### src/rtl/cmp_arbiter.sv
// cmp_arbiter: shares one registered comparator among NUM_REQ requesters.
// Each grant runs IDLE -> ISSUE -> CAPTURE, so a new grant can start every 3 cycles.
// Build option: define CMP_ARB_ROUND_ROBIN_EN for round-robin arbitration.
// Without it, arbitration is fixed priority (lowest index wins) and no pointer register exists.
`timescale 1ns/1ps
module cmp_arbiter #(
  parameter int WIDTH_A       = 8,
  parameter int WIDTH_B       = 8,
  parameter int WIDTH_CMP_OUT = 16,
  parameter int NUM_REQ       = 4
) (
  input  logic                       CLK,
  input  logic                       RST,
  input  logic [NUM_REQ-1:0]         REQ_VALID,
  input  logic [NUM_REQ*WIDTH_A-1:0] REQ_A,
  input  logic [NUM_REQ*WIDTH_B-1:0] REQ_B,
  input  logic [NUM_REQ*2-1:0]       REQ_FUN,
  output logic [NUM_REQ-1:0]         REQ_READY,
  output logic [NUM_REQ-1:0]         RSP_VALID,
  output logic [WIDTH_CMP_OUT-1:0]   RSP_DATA,
  output logic [2:0]                 GRANT_ID,
  output logic                       BUSY,
  output logic [WIDTH_A-1:0]         CMP_A,
  output logic [WIDTH_B-1:0]         CMP_B,
  output logic [1:0]                 CMP_FUN,
  output logic                       CMP_Enable,
  input  logic [WIDTH_CMP_OUT-1:0]   CMP_OUT
);

  typedef enum logic [1:0] {IDLE, ISSUE, CAPTURE} state_t;

  state_t                   state_q;
  logic [NUM_REQ-1:0]       req_ready_q, rsp_valid_q;
  logic [WIDTH_CMP_OUT-1:0] rsp_data_q;
  logic [2:0]               grant_id_q;
  logic                     busy_q, cmp_en_q;
  logic [WIDTH_A-1:0]       cmp_a_q;
  logic [WIDTH_B-1:0]       cmp_b_q;
  logic [1:0]               cmp_fun_q;

  logic       any_req;
  logic [2:0] grant_d;

  assign any_req = |REQ_VALID;

`ifdef CMP_ARB_ROUND_ROBIN_EN
  // Index of the last granted requester; search begins one past it.
  logic [2:0] rr_q;

  // Round-robin winner: first valid requester starting at rr_q+1, wrapping.
  always_comb begin
    automatic logic found = 1'b0;
    automatic int   idx   = 0;
    grant_d = '0;
    for (int k = 1; k <= NUM_REQ; k++) begin
      idx = (int'(rr_q) + k) % NUM_REQ;
      if (!found && REQ_VALID[idx]) begin
        found   = 1'b1;
        grant_d = 3'(idx);
      end
    end
  end
`else
  // Fixed priority winner: lowest valid index wins (scan high to low, last write wins).
  always_comb begin
    grant_d = '0;
    for (int i = NUM_REQ - 1; i >= 0; i--)
      if (REQ_VALID[i]) grant_d = 3'(i);
  end
`endif

  // Control FSM; every output is a register updated here.
  always_ff @(posedge CLK or negedge RST) begin
    if (!RST) begin
      state_q     <= IDLE;
      req_ready_q <= '0;
      rsp_valid_q <= '0;
      rsp_data_q  <= '0;
      grant_id_q  <= '0;
      busy_q      <= 1'b0;
      cmp_en_q    <= 1'b0;
      cmp_a_q     <= '0;
      cmp_b_q     <= '0;
      cmp_fun_q   <= '0;
`ifdef CMP_ARB_ROUND_ROBIN_EN
      rr_q        <= 3'(NUM_REQ - 1);
`endif
    end else begin
      // Pulses default low so each lasts exactly one cycle.
      req_ready_q <= '0;
      rsp_valid_q <= '0;
      cmp_en_q    <= 1'b0;
      case (state_q)
        IDLE: if (any_req) begin
          state_q     <= ISSUE;
          busy_q      <= 1'b1;
          grant_id_q  <= grant_d;
          cmp_a_q     <= REQ_A[grant_d*WIDTH_A +: WIDTH_A];
          cmp_b_q     <= REQ_B[grant_d*WIDTH_B +: WIDTH_B];
          cmp_fun_q   <= REQ_FUN[grant_d*2 +: 2];
          req_ready_q <= NUM_REQ'(1) << grant_d;
          cmp_en_q    <= 1'b1;
`ifdef CMP_ARB_ROUND_ROBIN_EN
          rr_q        <= grant_d;
`endif
        end
        // Comparator registers its result at the end of this cycle.
        ISSUE: state_q <= CAPTURE;
        CAPTURE: begin
          rsp_data_q  <= CMP_OUT;
          rsp_valid_q <= NUM_REQ'(1) << grant_id_q;
          state_q     <= IDLE;
          busy_q      <= 1'b0;
        end
        default: begin
          state_q <= IDLE;
          busy_q  <= 1'b0;
        end
      endcase
    end
  end

  assign REQ_READY  = req_ready_q;
  assign RSP_VALID  = rsp_valid_q;
  assign RSP_DATA   = rsp_data_q;
  assign GRANT_ID   = grant_id_q;
  assign BUSY       = busy_q;
  assign CMP_A      = cmp_a_q;
  assign CMP_B      = cmp_b_q;
  assign CMP_FUN    = cmp_fun_q;
  assign CMP_Enable = cmp_en_q;

endmodule

### config.mk
export PLATFORM = sky130hd
export DESIGN_NAME = cmp_arbiter
export DESIGN_NICKNAME = d
export VERILOG_FILES = /design/src/rtl/cmp_arbiter.sv
export SDC_FILE = /design/constraint.sdc
export NUM_CORES = 1
export LEC_CHECK = 0
export CORE_MARGIN = 8
export CORE_UTILIZATION = 43
export DETAILED_ROUTE_END_ITERATION = 8
export PLACE_DENSITY_LB_ADDON = 0.3
export SETUP_SLACK_MARGIN = 0.5
export SLEW_MARGIN = 20
export SYNTH_ARGS = -nofsm -noshare
export SYNTH_HDL_FRONTEND = slang
export SYNTH_SLANG_ARGS = --single-unit
export TNS_END_PERCENT = 5
### constraint.sdc
create_clock -name CLK -period 2.7 [get_ports CLK]
set_clock_uncertainty 0.1 [all_clocks]
set_input_delay 0.54 -clock CLK [delete_from_list [all_inputs] [get_ports CLK]]
set_output_delay 0.54 -clock CLK [all_outputs]
set_load 0.01 [all_outputs]
-- After elaboration in Yosys (flattened, before gate mapping)
Index checks and enable logic that the tools add are counted.
- register bits after elaboration: 49
- input port bits: 94
- output and inout bits: 47
- word-level logic and storage cells: 36
- eq/ne operators: 3
- shift operators: 5
- muxes and demuxes: 13
- bitwise operators: 1
- reductions and logical operators: 4
- operators with widths (cell ; number):
    32-bit by 7-bit variable part select with 8-bit output ; 2
    4-bit two-way mux ; 3
    8-bit by 5-bit variable part select with 2-bit output ; 1
    1-bit by 3-bit left shift with 4-bit output (first input constant) ; 2
    2-bit two-way mux ; 3
    3-bit two-way mux ; 2
    2-bit one-hot mux with 2 select lines ; 1
    2-bit AND reduction ; 2
    4-bit OR reduction ; 1
    1-bit two-way mux ; 3
    2-bit by 1-bit equality test with 1-bit output (second input constant) ; 1
    2-bit equality test (second input constant) ; 1
    2-bit logical NOT ; 1
    2-bit inequality test (second input constant) ; 1
    1-bit one-hot mux with 2 select lines ; 1
    1-bit NOT ; 1

-- Longest topological paths before layout
- word-level depth: 7
- depth in mapped cells: 5
- gate-level depth less buffers: 3

-- Worst setup path after synthesis
OpenSTA, ideal clock, no wires.
- path type: input to register
- from: input REQ_VALID[2]
- to: register cmp_a_q[0] (netlist: CMP_A[0])
- arrival time: 1.509 ns
- required time: 2.471 ns
- slack: 0.962 ns
- stages on the path: 5
- path buffers: 2
- cells stage by stage: or4_4 -> buf_6 -> buf_6 -> a21oi_2 -> a31oi_1
- longest elaborated chain between the ends: 4
- elaborated cells between the ends (all ways): 6
- classes of those cells: shift: 1; mux: 3; reduce/logical: 2
- RTL lines (item ; line ; source):
    start: declaration ; 14 ; input logic [NUM_REQ-1:0] REQ_VALID,
    2-bit two-way mux ; 68 ; if (REQ_VALID[i]) grant_d = 3'(i);
    3-bit two-way mux (2 in series) ; 68 ;
    32-bit by 7-bit variable part select with 8-bit output ; 98 ; cmp_a_q <= REQ_A[grant_d*WIDTH_A +: WIDTH_A];
    end signal: assignment ; 98 ;
    end: declaration ; 37 ; logic [WIDTH_A-1:0] cmp_a_q;
Parallel ways exist; a longest one is shown, timed or not.
A chain may end at the register's enable or synchronous reset.

-- Worst setup path after layout
- from: register grant_id_q[0] (netlist: GRANT_ID[0])
- to: output GRANT_ID[0]
- RTL lines (item ; line ; source):
    start: declaration ; 35 ; logic [2:0] grant_id_q;
    start signal: assignment ; 97 ; grant_id_q <= grant_d;
    end: declaration ; 21 ; output logic [2:0] GRANT_ID,
No word-level cell between the ends.

==> metrics.md <==
| Metric | Value |
|---|---|
| Outcome | finished clean |
| Critical path peak fanout | 7 |
| Final hold vios | 0 |
| CTS Hold Bufs | 0 |
| WP data required | 2060 ps |
| Maximum VDD drop | 0.0005429 V |
| Total wire length | 7788 µm |
| Crit path buffers/inverters | 1 |
| Final GP Congestion | 0.8437 |
| R2R Path Start | state_q[1] |
| Combinational power share | 49.6% |
| Clk pin slew, worst setup/hold paths | 90 ps |
| Mapped Avg Cell Area | 9.825 µm² |
| Master of the slowest instance on the critical path | clkdlybuf4s50_1 |
| Simple-gate share of the synthesized area | 19.06% |
| FFs w/ async S/R, synth | 100.0% |
| Max_cap viols | 0 |
| I/O Buffers | 139 |
| Cell family with most CP delay | buffers and inverters |
| Antenna Nets Post-Route | 0 |
| Postcts setup bufs | 0 |
| Initial antenna violation count | 0 |
| CTS tree | yes |
| Layout cells sized above 1 | 11.76% |
| Worst R2R End | REQ_READY[2] |
| RSZ-0062 raised after global routing | false |
| Ports | 141 |
| Antenna diodes | 0 |
| Post-Synthesis Cell Area | 0.002731 mm² |
| Area contributors post-synth | dfrtp_1 (44%), mux2_2 (6.6%), and3b_1 (6.1%) |
| Largest family of logic cells by synthesized area | compound AO/OA/AOI/OAI gates |
| GRT Util Overall | 16.86% |
| Final setup fails | 0 |
| Final Slew Violations | 0 |
| XOR/XNOR Fraction of Synth Area | 0% |
| Area share of fa/ha/maj cells after synthesis | 0% |
| Yosys cell types | 30 |
| Clock share of power | 14.4% |
| EDFF count, synth | 0 |
| Drc violations | 0 |
| Worst setup EP type | output pin |
| Seq cells post-synth | 48 |
| Sequential fraction of the synthesis area | 43.98% |
| Hold Crit Class | primary input to async pin |
| First-pass GRT wire length | 12320 µm |
| Rel. slew slack | 58.90% |
| CTS max path bufs | 2 |
| Area growth from synthesis to layout | 55.84% |
| R2R Setup Slk | 930 ps |
| Post-Place Cells | 477 |
| CP cell instances | clkdlybuf4s50_1 |
| Worst Setup Start Kind | flip-flop |
| Mux cell area share after synthesis | 6.596% |
| Die area | 0.009158 mm² |
| Most frequent cells after synthesis | dfrtp_1 (48), a21oi_1 (28), inv_1 (20), nor2b_1 (20), and3b_1 (19) |
| Routed vias | 2524 |
| Gr ovfl total | 0 |
| WP depth | 1 |
| Lkg Pwr | 0.001800 µW |
| Compound-Gate Fraction of Synth Area | 22.54% |
| Pin count of the biggest net entering global routing | 49 |
| Initial DRT Pass Iterations | 4 |
| CTS sink cnt | 48 |
| Leading area contributor after synthesis | dfrtp_1 |
| Drt wl/cell | 16.06 µm |
| R2R depth | 3 |
| Root buffer cell | clkbuf_8 |
| Drt initial violations | 112 |
| Post-synthesis cell count | 278 |
| CTS buffer count | 5 |
| CTS H-tree lvls | 2 |
| Clk_lat worst skew | 300 ps |
| Synth Warn # | 0 |
| Sum of net half-perimeters after detailed placement | 6214 µm |
| PD cells | 804.3 mW/mm² |
| Fmax | 507.0 MHz |
| CTS resizes | 1 |
| Cell Count, Final, Fillers Out | 485 |
| # nets final | 501 |
| Top-area cell type share of the netlist area | 43.98% |
| Vias per cell | 5.204 |
| Min Tclk post-route | 1972 ps |
| P_int | 2307 µW |
| Syn nets | 372 |
| Die height | 95.70 µm |
| Starting density of the core | 43.77% |
| Sw Ratio | 32.62% |
| Core Area | 0.006241 mm² |
| Critical path class | flip-flop to output pin |
| Worst-margin pin slew | 615.8 ps |
| Setup TNS | 0 ps |
| Die X | 95.70 µm |
| Worst Path Arrival | 1330 ps |
| Crit path largest cell delay | 590 ps |
| Ys flop type | dfrtp_1 |
| Flop pwr share | 36.0% |
| Tcrit/Tclk final | 73.05% |
| Switching pwr | 1117 µW |
| Number of global-route vias before repair | 2652 |
| # rows | 29 |
| Cell with the most instances after synthesis | dfrtp_1 |
per-layer routing:
metal / wire length, µm / global-route usage [%]
met1: 3333 / 21.18
met5: 0 / 0
met3: 672 / 3.900
met2: 3647 / 27.43
met4: 136 / 6.786
logic make-up after synthesis:
kind of cell	count (synthesis)
buffers and inverters	46
DFF	48
muxes	16
other	1
AOI/OAI and AO/OA	95
and+or+nand+nor	72
layout make-up:
cell class                      instances  area, µm²
Clock buffer                            6      72.57
Clock inverter                          2      35.03
Fill cell                             535       1984
Inverter                               20      75.07
Multi-Input combinational cell        184       1325
Sequential cell                        48       1201
Tap cell                               77      96.34
Timing Repair Buffer                  148       1451
worst reg2reg max path: cells and delay by family, from the launching register on:
kind                   cells  cell delay (ps)
AND/OR/NAND/NOR            2              810
flip-flops                 1              440
buffers and inverters      1              320
sequential cells by signal, indices dropped and copies added, names as in the netlist:
| register | cells |
|---|---|
| RSP_VALID | 4 |
| state_q | 2 |
| RSP_DATA | 16 |
| GRANT_ID | 2 |
| CMP_Enable | 1 |
| REQ_READY | 4 |
| CMP_FUN | 2 |
| CMP_A | 8 |
| CMP_B | 8 |
| BUSY | 1 |
power by group through the flow:
stage               Sequential, µW  Combinational, µW  Clock, µW
CTS                           1240               1720        506
global route                  1280               1830        535
global placement              1240               1690          0
floorplan                     1380                678          0
detailed placement            1250               1720          0
finish                        1230               1700        492
worst max-delay path by stage:
stage	from	endpoint	slack (ps)
3_5_place_dp	REQ_VALID[2]	CMP_B[2]	160
3_3_place_gp	REQ_VALID[2]	CMP_A[7]	260
2_1_floorplan	REQ_VALID[2]	CMP_A[0]	960
4_1_cts	GRANT_ID[0]	GRANT_ID[0]	720
6_report	GRANT_ID[0]	GRANT_ID[0]	730
5_1_grt	REQ_VALID[2]	CMP_A[2]	590
cells in the final DEF, fill, tap and decap left out:
master / instances
bufinv_16: 1
nor2b_1: 20
and4b_1: 1
and2_1: 1
nor4_1: 1
clkbuf_1: 1
a21o_1: 1
a21oi_2: 9
inv_1: 20
and3b_1: 19
and3_1: 1
or4_4: 1
nor4b_1: 1
nand3b_1: 18
clkbuf_8: 5
nor2_1: 3
o21a_1: 1
o221a_2: 1
nand2_1: 2
o21ai_0: 18
o32a_1: 1
and2_4: 1
nor4bb_1: 1
nor2_2: 2
a31oi_1: 18
conb_1: 1
buf_4: 10
clkinv_2: 1
buf_2: 1
a22o_1: 18
a21oi_1: 28
clkdlybuf4s50_1: 137
mux2_2: 16
dfrtp_1: 48
stage by stage:
stage                     hold WS (ps)  power [µW]  worst slack (ps)  cell area, µm²  utilization [%]
final                            133.8        3423             727.8            4257            68.20
after floorplan                  144.4        2054             961.9            2731                -
after global placement           362.1        2923             258.4            4144            66.40
after detailed placement         379.6        2969             161.5            4144            66.40
after CTS                        340.7        3466             718.0            4254            68.16
after global routing             187.3        3645             593.5            4257            68.20
No activity file was read; power rests on OpenSTA's default activity.
